[src/rtl/ahb_master_arbiter_pkg.sv]
// Shared types for the AHB-Lite master arbiter: HTRANS encoding, arbiter states,
// hold-counter width and the master-index width helper.
package ahb_master_arbiter_pkg;

    typedef enum logic [1:0] {
        IDLE   = 2'b00,
        BUSY   = 2'b01,
        NONSEQ = 2'b10,
        SEQ    = 2'b11
    } HTRANS_state;

    typedef logic [0:0] arb_state_t;
    localparam arb_state_t ARB_IDLE = 1'b0;
    localparam arb_state_t ARB_OWN  = 1'b1;

    localparam int DEFAULT_NUM_MASTERS = 3;
    localparam int HOLD_CNT_W          = 8;

    // Width of a master index; never narrower than one bit.
    function automatic int MST_IDX_W(input int n);
        return (n <= 2) ? 1 : $clog2(n);
    endfunction

endpackage

[src/rtl/ahb_master_arbiter_if.sv]
// Master-side bus bundle of the arbiter. The slave modport is the arbiter's view;
// the master modport is the view of whatever drives the master requests.
interface ahb_master_arbiter_if #(
    parameter int NUM_MASTERS = ahb_master_arbiter_pkg::DEFAULT_NUM_MASTERS
);
    import ahb_master_arbiter_pkg::*;

    localparam int IDX_W = MST_IDX_W(NUM_MASTERS);

    HTRANS_state            mst_HTRANS [NUM_MASTERS];
    logic [NUM_MASTERS-1:0] mst_HLOCK;
    logic                   HREADY;
    logic [NUM_MASTERS-1:0] grant;
    logic [IDX_W-1:0]       HMASTER;
    logic [IDX_W-1:0]       data_owner;
    logic                   data_valid;
    logic [NUM_MASTERS-1:0] mst_HREADY;

    modport master (
        output mst_HTRANS, mst_HLOCK, HREADY,
        input  grant, HMASTER, data_owner, data_valid, mst_HREADY
    );

    modport slave (
        input  mst_HTRANS, mst_HLOCK, HREADY,
        output grant, HMASTER, data_owner, data_valid, mst_HREADY
    );

endinterface

[src/rtl/ahb_master_arbiter_rr_pick.sv]
// Combinational round-robin picker: first eligible requester at or after i_start,
// wrapping modulo NUM_MASTERS, with masters in i_excl skipped.
module ahb_master_arbiter_rr_pick
    import ahb_master_arbiter_pkg::*;
#(
    parameter int   NUM_MASTERS = DEFAULT_NUM_MASTERS,
    localparam int  IDX_W       = MST_IDX_W(NUM_MASTERS)
) (
    input  logic [NUM_MASTERS-1:0] i_req,
    input  logic [IDX_W-1:0]       i_start,
    input  logic [NUM_MASTERS-1:0] i_excl,
    output logic [IDX_W-1:0]       o_winner,
    output logic                   o_found
);

    logic [NUM_MASTERS-1:0] w_elig;

    genvar gi;
    generate
        for (gi = 0; gi < NUM_MASTERS; gi++) begin : g_elig
            assign w_elig[gi] = i_req[gi] & ~i_excl[gi];
        end
    endgenerate

    // Scan from the farthest offset down so the closest eligible master wins last.
    always_comb begin
        logic [IDX_W:0] w_sum;
        o_winner = '0;
        o_found  = 1'b0;
        w_sum    = '0;
        for (int k = NUM_MASTERS - 1; k >= 0; k--) begin
            w_sum = {1'b0, i_start} + (IDX_W + 1)'(k);
            if (w_sum >= (IDX_W + 1)'(NUM_MASTERS)) begin
                w_sum = w_sum - (IDX_W + 1)'(NUM_MASTERS);
            end
            if (w_elig[w_sum[IDX_W-1:0]]) begin
                o_winner = w_sum[IDX_W-1:0];
                o_found  = 1'b1;
            end
        end
    end

endmodule

[src/rtl/ahb_master_arbiter.sv]
// Round-robin AHB-Lite master arbiter with separate address/data-phase ownership.
// Define ARB_HOLD_LIMIT_EN to build the beat counter and forced release after MAX_HOLD beats.
module ahb_master_arbiter
    import ahb_master_arbiter_pkg::*;
#(
    parameter int NUM_MASTERS = DEFAULT_NUM_MASTERS,
    parameter int MAX_HOLD    = 16
) (
    input  logic               HCLK,
    input  logic               HRESET,
    ahb_master_arbiter_if.slave bus
);

    localparam int               IDX_W    = MST_IDX_W(NUM_MASTERS);
    localparam logic [IDX_W-1:0] LAST_IDX = IDX_W'(NUM_MASTERS - 1);

    arb_state_t             r_state, w_state_next;
    logic [NUM_MASTERS-1:0] r_grant;
    logic [IDX_W-1:0]       r_hmaster;
    logic [IDX_W-1:0]       r_last_owner;
    logic [IDX_W-1:0]       r_data_owner;
    logic                   r_data_valid;

    logic [NUM_MASTERS-1:0] w_req;
    logic [NUM_MASTERS-1:0] w_owner_onehot;
    logic [NUM_MASTERS-1:0] w_winner_onehot;
    logic [NUM_MASTERS-1:0] w_pick_excl;
    logic [IDX_W-1:0]       w_pick_start;
    logic [IDX_W-1:0]       w_winner;
    logic                   w_found;
    HTRANS_state            w_own_trans;
    logic                   w_own_active;
    logic                   w_others;
    logic                   w_forced;
    logic                   w_release;
    logic                   w_acquire;

    genvar gi;
    generate
        for (gi = 0; gi < NUM_MASTERS; gi++) begin : g_per_master
            assign w_req[gi]           = (bus.mst_HTRANS[gi] != IDLE);
            assign w_owner_onehot[gi]  = (r_hmaster == IDX_W'(gi));
            assign w_winner_onehot[gi] = (w_winner == IDX_W'(gi));
            assign bus.mst_HREADY[gi]  = bus.HREADY &
                (r_grant[gi] | (r_data_valid & (r_data_owner == IDX_W'(gi))));
        end
    endgenerate

    assign w_own_trans  = bus.mst_HTRANS[r_hmaster];
    assign w_own_active = (r_state == ARB_OWN) && ((w_own_trans == NONSEQ) || (w_own_trans == SEQ));
    assign w_others     = |(w_req & ~w_owner_onehot);

`ifdef ARB_HOLD_LIMIT_EN
    logic [HOLD_CNT_W-1:0] r_count;
    logic                  w_at_limit;
    logic                  w_boundary;

    // A burst boundary at the limit either hands the bus over or, if nobody waits, restarts the count.
    assign w_at_limit = (r_count == HOLD_CNT_W'(MAX_HOLD));
    assign w_boundary = (r_state == ARB_OWN) && w_at_limit && (w_own_trans == NONSEQ) &&
                        !bus.mst_HLOCK[r_hmaster];
    assign w_forced   = w_boundary && w_others;

    always_ff @(posedge HCLK) begin
        if (HRESET) begin
            r_count <= '0;
        end else if (bus.HREADY) begin
            if (w_release || w_boundary) begin
                r_count <= '0;
            end else if (w_own_active && !w_at_limit) begin
                r_count <= r_count + HOLD_CNT_W'(1);
            end
        end
    end
`else
    logic w_unused_hold;
    assign w_unused_hold = ^{bus.mst_HLOCK, HOLD_CNT_W'(MAX_HOLD)};
    assign w_forced      = 1'b0;
`endif

    assign w_release    = bus.HREADY && (r_state == ARB_OWN) && ((w_own_trans == IDLE) || w_forced);
    assign w_pick_excl  = w_forced ? w_owner_onehot : '0;
    assign w_pick_start = (r_last_owner == LAST_IDX) ? '0 : r_last_owner + IDX_W'(1);
    assign w_acquire    = bus.HREADY && ((r_state == ARB_IDLE) || w_release) && w_found;

    ahb_master_arbiter_rr_pick #(
        .NUM_MASTERS (NUM_MASTERS)
    ) u_rr_pick (
        .i_req    (w_req),
        .i_start  (w_pick_start),
        .i_excl   (w_pick_excl),
        .o_winner (w_winner),
        .o_found  (w_found)
    );

    always_comb begin
        w_state_next = r_state;
        if (bus.HREADY) begin
            if (r_state == ARB_IDLE) begin
                if (w_found) begin
                    w_state_next = ARB_OWN;
                end
            end else if (w_release) begin
                w_state_next = w_found ? ARB_OWN : ARB_IDLE;
            end
        end
    end

    always_ff @(posedge HCLK) begin
        if (HRESET) begin
            r_state      <= ARB_IDLE;
            r_grant      <= '0;
            r_hmaster    <= '0;
            r_last_owner <= LAST_IDX;
            r_data_owner <= '0;
            r_data_valid <= 1'b0;
        end else begin
            r_state <= w_state_next;
            if (w_acquire) begin
                r_hmaster    <= w_winner;
                r_last_owner <= w_winner;
                r_grant      <= w_winner_onehot;
            end else if (w_release) begin
                r_grant <= '0;
            end
            // The outgoing owner's last beat completes here, which is what makes handover gapless.
            if (bus.HREADY) begin
                r_data_owner <= r_hmaster;
                r_data_valid <= w_own_active;
            end
        end
    end

    assign bus.grant      = r_grant;
    assign bus.HMASTER    = r_hmaster;
    assign bus.data_owner = r_data_owner;
    assign bus.data_valid = r_data_valid;

endmodule
[src/flat_wrapper.sv]
// flat-port wrapper written by rule: the top's interface ports become plain ports
module ahb_master_arbiter_flat import ahb_master_arbiter_pkg::*;
#(
    parameter int NUM_MASTERS = DEFAULT_NUM_MASTERS,
    parameter int MAX_HOLD    = 16
)
  (HCLK, HRESET, bus_mst_HTRANS, bus_mst_HLOCK, bus_HREADY, bus_grant, bus_HMASTER, bus_data_owner, bus_data_valid, bus_mst_HREADY);
  ahb_master_arbiter_if #(.NUM_MASTERS(NUM_MASTERS)) bus_i ();
  input  logic HCLK;
  input  logic HRESET;
  input wire logic [$bits(bus_i.mst_HTRANS)-1:0] bus_mst_HTRANS;
  input wire logic [$bits(bus_i.mst_HLOCK)-1:0] bus_mst_HLOCK;
  input wire logic [$bits(bus_i.HREADY)-1:0] bus_HREADY;
  output wire logic [$bits(bus_i.grant)-1:0] bus_grant;
  output wire logic [$bits(bus_i.HMASTER)-1:0] bus_HMASTER;
  output wire logic [$bits(bus_i.data_owner)-1:0] bus_data_owner;
  output wire logic [$bits(bus_i.data_valid)-1:0] bus_data_valid;
  output wire logic [$bits(bus_i.mst_HREADY)-1:0] bus_mst_HREADY;
  assign bus_i.mst_HTRANS = {>>{bus_mst_HTRANS}};
  assign bus_i.mst_HLOCK = bus_mst_HLOCK;
  assign bus_i.HREADY = bus_HREADY;
  assign bus_grant = bus_i.grant;
  assign bus_HMASTER = bus_i.HMASTER;
  assign bus_data_owner = bus_i.data_owner;
  assign bus_data_valid = bus_i.data_valid;
  assign bus_mst_HREADY = bus_i.mst_HREADY;
  ahb_master_arbiter #(.NUM_MASTERS(NUM_MASTERS), .MAX_HOLD(MAX_HOLD)) u_core (.HCLK(HCLK), .HRESET(HRESET), .bus(bus_i));
endmodule
[config.mk]
export PLATFORM = sky130hd
export DESIGN_NAME = ahb_master_arbiter_flat
export DESIGN_NICKNAME = d
export VERILOG_FILES = /design/src/rtl/ahb_master_arbiter_pkg.sv /design/src/rtl/ahb_master_arbiter_if.sv /design/src/rtl/ahb_master_arbiter_rr_pick.sv /design/src/rtl/ahb_master_arbiter.sv /design/src/flat_wrapper.sv
export SDC_FILE = /design/constraint.sdc
export NUM_CORES = 1
export LEC_CHECK = 0
export ABC_AREA = 1
export BUFFER_PORTS_ARGS = -buffer_cell sky130_fd_sc_hd__buf_2
export CAP_MARGIN = 20
export CORE_AREA = 2 2 43 45
export CTS_CLUSTER_SIZE = 10
export DETAILED_ROUTE_END_ITERATION = 7
export DIE_AREA = 0 0 45 47
export PLACE_DENSITY_LB_ADDON = 0.15
export SLEW_MARGIN = 25
export SYNTH_ARGS = -nofsm -noshare
export SYNTH_HDL_FRONTEND = slang
export SYNTH_HIERARCHICAL = 1
export SYNTH_SLANG_ARGS = --single-unit
[constraint.sdc]
create_clock -name HCLK -period 2.85 [get_ports HCLK]
set_input_delay 0.7125 -clock HCLK [delete_from_list [all_inputs] [get_ports HCLK]]
set_output_delay 0.7125 -clock HCLK [all_outputs]
set_load 0.02 [all_outputs]
==> results.cfg <==
[logic_synthesis]
seq_area_frac_synth_pct = 24.3
synth_area_leader_cell = dfxtp_1
ys_seq_elements = 10
yosysTopAreaCellShare_pct = 24.3
yosys-top-cells-area = dfxtp_1 (24%), nand2_1 (13%), inv_1 (11%), nor2_1 (6.8%), nand3_1 (6.1%)
avgSynthCellArea_um2 = 6.10
yosysUniqueCellTypes = 25
ys_warn_count = 6
syn_area_um2 = 823
netlist_instances = 135

[clocking]
post-cts-setup-buffers = 0
clk_latency_ns = 0.26
path_clk_slew_ns = 0.06
cts_max_path_buffers = 2
cts.sinks = 10
postCtsHoldBufs = 0
cts_made_buffers = 3
h-tree-depth = 1
ctsResizeCount = 0
cts_tree = done
cts-root-buf = clkbuf_4

[job]
cap_violations = 0

[timing]
rsz0062_at_grt = false
final_max_slew_viol_count = 0
hold_viol = 0
fin_crit_ns = 2.17
tns_ns = 0
min_period_over_period_pct = 76.1
skew_ns = 0.000622
fmax_mhz = 461
setup_viol = 0

[grt]
antenna_found_initial = 0
grt_pass1_wl_mm = 2.99
grt_usage_pct = 19.7
grt_pass1_vias = 727
grt-ovfl-total = 0
grt_max_degree = 14

[floorplan]
io_pins = 23
dieArea_mm2 = 0.00212
die_h_um = 47
rows = 15
start_util_pct = 49.8
die_x_um = 45
coreArea_mm2 = 0.00165

[final_layout]
diodes = 0
regArea_um2 = 200
syn2layout_area_growth_pct = 16.9
final_common_cell = nand2_1
fill_cells = 191
postLayoutCellArea_um2 = 962
multi_input_area_um2 = 507
drive_gt1_share_pct = 25.3
final_util_pct = 58.3
final_nets = 174
final_cell_mix = nand2_1 (29), inv_1 (24), buf_2 (19), nor2_1 (15)

[setup_path]
cp_slowest_cell = dfxtp_1
crit_path_frequent_cell = inv_2
worstPathMaxFanout = 7
slowest_delay_ns = 0.40
cp_cell_sequence = inv_2 > nor2_1 > ha_1 > inv_2 > nor3_2 > a21oi_2 > nand3b_1 > inv_1 > o311ai_0 > a21oi_1
path_delay_family = simple AND/OR/NAND/NOR gates
crit_buf_inv = 3
worstPathRequired_ns = 2.99
start_kind = flop
endpoint_kind = flop
arrival_ns = 2.31
path_class = reg -> reg

[pwr]
p_seq_share_pct = 37.4
power_density_mw_per_mm2 = 467
irDropWorstVdd_uv = 185
leakage_nw = 0.513
power.share.clock_pct = 20.9
p_comb_share_pct = 41.7
power_w = 0.000449
p_sw_w = 0.000182
sw_frac_of_total_pct = 40.5
internal_power_w = 0.000267

[detailed_routing]
wl_mm = 1.79
antenna_left = 0
via_count = 846
drc = 0
wl_per_cell_um = 10.2
dr.first_iter.drc_count = 21
via_per_inst = 4.83
dr.pass1.iters = 4

[placement]
dp_hpwl_mm = 1.43
dpl_cell_area_um2 = 940
io_buffers = 19
gp_congestion = 0.784

[run_status]
status = finished, final reports clean

[worst_hold_path]
hp-class = reg -> reg
[tightest hold or removal path, delay by kind of cell, from the launching register on]
kind	cells	cell delay [ns]
flip-flops	1	0.33
AND/OR/NAND/NOR	2	0.12
[metal layers]
metal  up-vias  part of all wire, %  global-route usage, %
met2        15                   49                   33.4
met3         0                  2.8                   3.46
met5         -                    0                      0
met4         0                    0                   8.82
li1        470                    -                      -
met1       361                   49                   24.4
[kinds of logic (layout without fill, tap and decap cells)]
group	Yosys count	count (layout)	synth area share, %
buf+inv	33	53	15.5
simple gates	69	69	40.4
flops	10	10	24.3
other cells	1	4	0.455
compound gates	20	20	16.3
fa+ha+maj	2	2	3.04
[cell usage after synthesis]
| cell type | n |
|---|---|
| or2_2 | 1 |
| nand3_2 | 3 |
| inv_1 | 24 |
| a21oi_2 | 1 |
| nand2_2 | 3 |
| a21oi_1 | 8 |
| nand3b_1 | 1 |
| clkbuf_1 | 1 |
| buf_4 | 1 |
| o21ai_0 | 3 |
| nor2_1 | 15 |
| clkinv_1 | 1 |
| conb_1 | 1 |
| nand4_1 | 4 |
| ha_1 | 2 |
| o211ai_1 | 1 |
| o311ai_0 | 3 |
| nand2_1 | 29 |
| nand3_1 | 10 |
| a31oi_1 | 2 |
| inv_2 | 6 |
| dfxtp_1 | 10 |
| nor3_2 | 3 |
| o21bai_4 | 1 |
| o21ai_1 | 1 |
[metrics by stage]
| stage | std cells | hold slack (ns) | worst slack [ns] |
|---|---|---|---|
| floorplan | 138 | 0.452 | 0.890 |
| global placement | 172 | 0.481 | 0.602 |
| detailed placement | 172 | 0.493 | 0.586 |
| CTS | 175 | 0.502 | 0.689 |
| global route | 175 | 0.532 | 0.392 |
| finish | 175 | 0.502 | 0.682 |
[final timing paths]
kind,startpoint,end,slack [ns],cells after the start
worst max-delay path,u_core/bus.HMASTER[0]$_SDFFE_PP0P_,u_core/bus.grant[0]$_SDFFE_PP0P_,0.68,10
worst min-delay path,u_core/r_last_owner[1]$_SDFFE_PP1P_,u_core/r_last_owner[1]$_SDFFE_PP1P_,0.50,2
worst max register to register,u_core/bus.HMASTER[0]$_SDFFE_PP0P_,u_core/bus.grant[0]$_SDFFE_PP0P_,0.68,10
worst min register to register,u_core/r_last_owner[1]$_SDFFE_PP1P_,u_core/r_last_owner[1]$_SDFFE_PP1P_,0.50,2
[flip-flops by register name, summed over array words and instances (netlist names)]
register               cells
u_core/bus.grant           3
u_core/r_state             1
u_core/r_last_owner        1
u_core/bus.data_owner      2
u_core/bus.data_valid      1
u_core/bus.HMASTER         2
[power by group through the flow]
stage / clock [W] / sequential (W) / combinational [W]
finish: 0.0000936 / 0.000168 / 0.000187
CTS: 0.000100 / 0.000168 / 0.000187
floorplan: 0 / 0.000177 / 0.000139
global route: 0.000104 / 0.000171 / 0.000215
detailed placement: 0 / 0.000171 / 0.000187
global placement: 0 / 0.000171 / 0.000183
[final cells by class]
type / instances / share of cell area, %
clock buffers: 3 / 2.34
multi-input cells: 95 / 52.7
repair buffers: 19 / 9.88
well taps: 17 / 2.21
flip-flops and latches: 10 / 20.8
inverters: 31 / 12.1
(Power assumes the default switching activity.)
